===== src/rtl/sprite_mem_arbiter_pkg.sv =====
// rtl/sprite_mem_arbiter_pkg.sv - shared types and widths for the sprite memory arbiter
package sprite_mem_arbiter_pkg;

    localparam int ADDR_W   = 8;
    localparam int DATA_W   = 8;
    localparam int MAXLEN_W = 4;

    typedef enum logic {
        IDLE,
        BURST
    } state_t;

    // Two-requester one-hot select to requester index.
    function automatic logic oh2_to_idx(input logic [1:0] oh);
        return oh[1];
    endfunction

endpackage


===== src/rtl/sprite_mem_arbiter_rr_arb2.sv =====
// rtl/sprite_mem_arbiter_rr_arb2.sv - two-way round-robin selector, favours the requester not granted last
module rr_arb2 (
    input  logic [1:0] req,
    input  logic       last,
    output logic [1:0] sel
);

    always_comb begin
        sel = 2'b00;
        if (last) begin
            if (req[0])      sel = 2'b01;
            else if (req[1]) sel = 2'b10;
        end else begin
            if (req[1])      sel = 2'b10;
            else if (req[0]) sel = 2'b01;
        end
    end

endmodule


===== src/rtl/sprite_mem_arbiter.sv =====
// rtl/sprite_mem_arbiter.sv - burst read arbiter for the sprite/palette memory, two requesters
module sprite_mem_arbiter
    import sprite_mem_arbiter_pkg::*;
#(
    parameter int NREQ     = 2,
    parameter int MAXLEN_W = sprite_mem_arbiter_pkg::MAXLEN_W
) (
    input  logic                Clk,
    input  logic                Reset,
    input  logic [NREQ-1:0]     req,
    input  logic [ADDR_W-1:0]   base0,
    input  logic [ADDR_W-1:0]   base1,
    input  logic [MAXLEN_W-1:0] len0,
    input  logic [MAXLEN_W-1:0] len1,
    output logic [NREQ-1:0]     gnt,
    output logic [ADDR_W-1:0]   mem_addr,
    input  logic [DATA_W-1:0]   mem_data,
    output logic [NREQ-1:0]     rd_valid,
    output logic [DATA_W-1:0]   rd_data,
    output logic                rd_last,
    output logic                busy
);

    state_t                state_q, state_d;
    logic [NREQ-1:0]       gnt_q, gnt_d;
    logic [ADDR_W-1:0]     mem_addr_q, mem_addr_d;
    logic [MAXLEN_W-1:0]   cnt_q, cnt_d;
    logic                  owner_q, owner_d;
    logic                  last_q, last_d;
    logic [NREQ-1:0]       rd_valid_q, rd_valid_d;
    logic                  rd_last_q, rd_last_d;
    logic                  busy_q, busy_d;
    logic [1:0]            sel;
    logic                  issue;

    rr_arb2 u_rr_arb2 (
        .req  (req),
        .last (last_q),
        .sel  (sel)
    );

    // Every BURST cycle presents one address; its data returns one cycle later.
    assign issue = (state_q == BURST);

    always_comb begin
        state_d    = state_q;
        gnt_d      = '0;
        mem_addr_d = mem_addr_q;
        cnt_d      = cnt_q;
        owner_d    = owner_q;
        last_d     = last_q;
        rd_valid_d = '0;
        rd_last_d  = 1'b0;

        if (issue) begin
            rd_valid_d[owner_q] = 1'b1;
            rd_last_d           = (cnt_q == '0);
        end

        case (state_q)
            IDLE: begin
                if (sel != 2'b00) begin
                    state_d    = BURST;
                    gnt_d      = sel;
                    owner_d    = oh2_to_idx(sel);
                    last_d     = oh2_to_idx(sel);
                    mem_addr_d = sel[1] ? base1 : base0;
                    cnt_d      = sel[1] ? len1 : len0;
                end
            end
            BURST: begin
                if (cnt_q == '0) begin
                    state_d = IDLE;
                end else begin
                    mem_addr_d = mem_addr_q + ADDR_W'(1);
                    cnt_d      = cnt_q - MAXLEN_W'(1);
                end
            end
            default: state_d = IDLE;
        endcase

        busy_d = (state_d == BURST) || issue;
    end

    // Reset also drops the delayed issue flag, so an in-flight word never reports.
    always_ff @(posedge Clk or posedge Reset) begin
        if (Reset) begin
            state_q    <= IDLE;
            gnt_q      <= '0;
            mem_addr_q <= '0;
            cnt_q      <= '0;
            owner_q    <= 1'b0;
            last_q     <= 1'b1;
            rd_valid_q <= '0;
            rd_last_q  <= 1'b0;
            busy_q     <= 1'b0;
        end else begin
            state_q    <= state_d;
            gnt_q      <= gnt_d;
            mem_addr_q <= mem_addr_d;
            cnt_q      <= cnt_d;
            owner_q    <= owner_d;
            last_q     <= last_d;
            rd_valid_q <= rd_valid_d;
            rd_last_q  <= rd_last_d;
            busy_q     <= busy_d;
        end
    end

    assign gnt      = gnt_q;
    assign mem_addr = mem_addr_q;
    assign rd_valid = rd_valid_q;
    assign rd_data  = mem_data;
    assign rd_last  = rd_last_q;
    assign busy     = busy_q;

endmodule

===== config.mk =====
export PLATFORM = sky130hd
export DESIGN_NAME = sprite_mem_arbiter
export DESIGN_NICKNAME = d
export VERILOG_FILES = /design/src/rtl/sprite_mem_arbiter_pkg.sv /design/src/rtl/sprite_mem_arbiter_rr_arb2.sv /design/src/rtl/sprite_mem_arbiter.sv
export SDC_FILE = /design/constraint.sdc
export NUM_CORES = 1
export LEC_CHECK = 0
export ABC_AREA = 1
export CORE_MARGIN = 5
export CORE_UTILIZATION = 45
export CTS_BUF_LIST = sky130_fd_sc_hd__clkbuf_16
export DETAILED_ROUTE_END_ITERATION = 16
export PLACE_DENSITY = 0.84
export SLEW_MARGIN = 15
export SYNTH_ARGS = -nofsm -noshare
export SYNTH_HDL_FRONTEND = slang
export SYNTH_SLANG_ARGS = --single-unit

===== constraint.sdc =====
create_clock -name Clk -period 2.1 [get_ports Clk]
set_input_delay 0.42 -clock Clk [delete_from_list [all_inputs] [get_ports Clk]]
set_output_delay 0.42 -clock Clk [all_outputs]
set_load 0.01 [all_outputs]

Word level (Yosys, flattened, before mapping)
Index checks and enable logic that the tools add are counted.
{ "op_classes": {"n_addsub": 2, "order_cmp": 2, "eq_ne": 2, "n_mux": 22, "n_bitwise": 1, "reduce_logical": 6} }
{ "op_table": {"columns": ["operator", "count"], "rows": [
  ["$mux 8", 3],
  ["$pmux 8 s2", 1],
  ["$mux 2", 7],
  ["$mux 4", 3],
  ["$add 8x1->8 const B", 1],
  ["$pmux 4 s2", 1],
  ["$mux 1", 5],
  ["$logic_not 4->1", 1],
  ["$ne 2x2->1 const B", 2],
  ["$reduce_and 2->1", 2],
  ["$sub 4x1->4 const B", 1],
  ["$lt 1x2->1 const B", 1],
  ["$pmux 1 s2", 1],
  ["$reduce_bool 2->1", 1],
  ["$demux 1 s1", 1],
  ["$ge 1x1->1 const B", 1],
  ["$logic_and 1x1->1", 1],
  ["$logic_or 1x1->1", 1],
  ["$not 1->1", 1]
]} }
{ "totals": {"regBits": 21, "in_bits": 36, "out_inout_bits": 22, "wordCells": 44} }

Longest topological paths before layout
{ "logic_depth": {"depth_word": 7, "depth_mapped": 9, "depth_no_buf": 8} }

By module
From an unflattened synthesis, not the netlist that was laid out.
{ "unflattened": {"cells_unflattened": 180, "area_unflattened_um2": 1315.0} }
{ "modules_own_cells": {"columns": ["mod", "n_inst", "cells_per_inst", "area_each_um2", "seq_area_each_um2"], "rows": [
  ["sprite_mem_arbiter", 1, 175, 1295.0, 526.8],
  ["rr_arb2", 1, 5, 20.0, 0.0]
]} }

Worst setup path before layout
OpenSTA, ideal clock, no wires.
{ "synth_path": {"path_kind": "register to register", "startpoint": "register cnt_q[0]", "endpoint": "register cnt_q[3]", "setup_time_ns": 0.126, "arrival_time_ns": 1.122, "t_required_ns": 1.974, "slack_ns": 0.852, "path_stages_with_launch": 9, "n_path_buf": 1, "period_less_slack_ns": 1.248, "path_cell_list": "dfrtp_1 inv_1 ha_1 nand4_1 nand2_1 inv_2 buf_4 nand2_1 o21ai_0"} }
{ "synth_via": {"elab_chain_cells": 3, "elab_cells_between_ends": 6, "cone_classes": "add/sub (1); eq/ne (1); mux (2); reduce/logical (2)"} }
{ "synth_rtl": {"columns": ["element", "line", "text"], "rows": [
  ["start, declared", "sprite_mem_arbiter.sv:27", "logic [MAXLEN_W-1:0] cnt_q, cnt_d;"],
  ["start signal, assigned", "sprite_mem_arbiter.sv:101", "cnt_q <= cnt_d;"],
  ["$sub 4x1->4 / $logic_not 4->1 (equally long branches)", "sprite_mem_arbiter.sv:76, sprite_mem_arbiter.sv:72", null],
  ["$mux 4 / $ne 2x2->1 (equally long branches)", null, null],
  ["$pmux 4 s2 / $reduce_and 2->1 (equally long branches)", null, null]
]} }
Parallel ways exist; a longest one is shown, timed or not. The select of a mux whose other input is x is not followed.
A chain may end at the register's enable or synchronous reset.

Worst setup path in the final report
{ "layout_path": {"startpoint": "register mem_addr_q[2] (netlist: mem_addr[2])", "endpoint": "output port mem_addr[2]"} }
{ "layout_rtl": {"columns": ["element", "line", "text"], "rows": [
  ["start, declared", "sprite_mem_arbiter.sv:26", "logic [ADDR_W-1:0] mem_addr_q, mem_addr_d;"],
  ["start signal, assigned", "sprite_mem_arbiter.sv:100", "mem_addr_q <= mem_addr_d;"],
  ["end, declared", "sprite_mem_arbiter.sv:16", "output logic [ADDR_W-1:0] mem_addr,"]
]} }
No word-level cell between the ends.

==> impl_metrics.ini <==
[run_status]
status = completed

[pwr]
peakVddDrop_uv = 701.1
power_frac_comb = 0.508
sequentialPowerShare = 0.329
pwr-share-clk = 0.163
swShare = 0.4093
cellLeakagePower_nw = 0.8964
power-per-cell-area_mw_per_mm2 = 1357
internal-power_w = 0.001442
p_sw_w = 0.0009991

[sta]
finalSetupViolCount = 0
period_share = 0.8525
tns_ns = 0
finalHoldWorstSlack_ns = 0.4564
slew_violations = 0
fmax_mhz = 558.6
grt_setup_unrepaired = false
slew_headroom = 0.6551
min_period_ns = 1.790
worstMarginPinSlew_ns = 0.5174
finClkSkew_ns = 0.002628
final_hold_viol_count = 0

[yosys]
ys_seq_elements = 21
synth_common_cells = nand2_1 (54), inv_1 (22), nor2_1 (21)
ys_seq_area_frac = 0.3913
synth_top_area_frac = 0.3717
netlist_area_mm2 = 0.001346
synth_flop_cell = dfrtp_1
yosysMostFrequentCell = nand2_1
synth.net_count = 229
synth-edff-count = 0
async_flop_share = 1.000
ys_types = 22
synth_area_leader_cell = dfrtp_1
syn_inst = 190
avgSynthCellArea_um2 = 7.086
yosysWarnings = 0
synthTopCellsByArea = dfrtp_1 (37%), nand2_1 (15%), nand3_1 (6.7%)

[clock_network]
post-cts-setup-buffer-count = 0
clk_latency_ns = 0.25
cts_root_buf = clkbuf_16
tritoncts = done
htreeDepth = 1
clk_pin_slew_worst_paths_ns = 0.06
cts_buffers = 3
clock-sinks = 21
hold_buffers = 0
clockBufferDepth = 2
ctsResizeCount = 0

[layout]
stdcell_count = 256
fin_nets = 265
design_area_mm2 = 0.001799
diodes = 0
regArea_um2 = 526.8
area_growth_pct = 33.64
fin_util = 0.6414
multiInputGateArea_um2 = 628.1
final_layout_size_suffix_gt1_frac = 0.07111
final.fill_count = 248

[floorplanning]
die_h_um = 64.70
rows = 19
die_area_mm2 = 0.004185
die_x_um = 64.70
io_pins = 58
core_mm2 = 0.002805
initial_core_util = 0.4799

[setup_path]
path_buf_inv = 1
end_kind = primary output
cpMaxStageDelayCell = clkdlybuf4s50_1
worstSetupPathType = register to primary output
cp.required_ns = 1.68
crit_fanout = 7
path_cells = clkdlybuf4s50_1
cp-start-kind = register
crit_family = buffers and inverters
critPathMaxStageDelay_ns = 0.60
crit_arrival_ns = 1.37

[drt]
drt_pass1_iterations = 4
drcViolationCount = 0
wl_per_cell_um = 12.59
drtIter0Drc = 59
final_antenna_net_count = 0
viasPerCell = 5.016
num_vias = 1284
routed_wl_mm = 3.223

[placed_design]
place.gp.congestion = 0.8250
dp_cells = 252
dp_hpwl_mm = 2.377
place_area_mm2 = 0.001720
port_buffers = 41

[grt]
track_usage = 0.1588
antenna_found_initial = 0
grt_max_degree = 22
overflow = 0
grt_pass1_wl_mm = 5.333
grt_pass1_vias = 1198

[flow_run]
max_cap_violations = 0

[worst_hold_path]
worstHoldPathType = register to register
-- power by group through the flow --
stage,sequential [W],clock [W],combinational [W]
3_5_place_dp,0.000803,0,0.00124
2_1_floorplan,0.000800,0,0.000811
4_1_cts,0.000799,0.000401,0.00125
5_1_grt,0.000841,0.000416,0.00141
3_3_place_gp,0.000800,0,0.00121
6_report,0.000803,0.000398,0.00124
-- layer usage --
metal,global-route usage,up-vias,part of all wire
li1,-,663,-
met1,0.2095,572,0.46
met2,0.2577,44,0.46
met3,0.02763,5,0.067
met4,0.06596,0,0.015
met5,0,-,0
-- path summary, 6_finish.rpt --
check	from	endpoint	slack, ns	depth (start not counted)
worst min-delay path	owner_q	rd_valid[0]	0.46	1
worst min register to register	owner_q	rd_valid[0]	0.46	1
worst max register to register	issue	mem_addr[7]	0.63	7
max in group asynchronous	Reset	last_q	1.34	3
min in group asynchronous	Reset	mem_addr[3]	0.49	3
worst max-delay path	mem_addr[2]	mem_addr[2]	0.31	1
-- sequential cells by signal (all words and copies together), names as in the netlist --
signal and flops:
mem_addr 8, cnt_q 4, gnt 2, rd_valid 2
busy 1, issue 1, last_q 1, owner_q 1
rd_last 1
-- logic make-up (layout without fill, tap and decap cells) --
kind of cell	Yosys count	count (layout)	synth area share
simple gates	106	106	0.3448
buf+inv	38	73	0.1422
fa+ha+maj	3	3	0.02788
xor+xnor	1	1	0.006507
flops	21	21	0.3913
compound gates	21	21	0.08736
-- through the flow --
stage	total power (W)	worst slack, ns
5_1_grt	0.002663	0.2745
3_5_place_dp	0.002043	0.3081
6_report	0.002441	0.3098
4_1_cts	0.002448	0.3347
2_1_floorplan	0.001611	0.8515
3_3_place_gp	0.002006	0.3506
-- cell usage in the layout, fill, tap and decap left out, drive strengths merged --
cell type / Yosys / routed
o21ai: 8 / 8
nand3: 18 / 18
clkbuf: 0 / 3
inv: 25 / 26
dfstp: 1 / 1
nor2: 21 / 21
and3: 1 / 1
nand3b: 5 / 5
xnor2: 1 / 1
nand4: 3 / 3
a21oi: 11 / 11
ha: 3 / 3
clkdlybuf4s50: 0 / 41
nand2: 58 / 58
dfrtp: 20 / 20
buf: 13 / 3
o21bai: 2 / 2
-- area by class of cell --
type / instances / area share
Multi-Input combinational cell: 131 / 0.3491
Sequential cell: 21 / 0.2928
Timing Repair Buffer: 44 / 0.2406
Inverter: 25 / 0.05216
Clock buffer: 3 / 0.04172
Tap cell: 31 / 0.02156
Clock inverter: 1 / 0.002086
No activity file was read; power rests on OpenSTA's default activity.
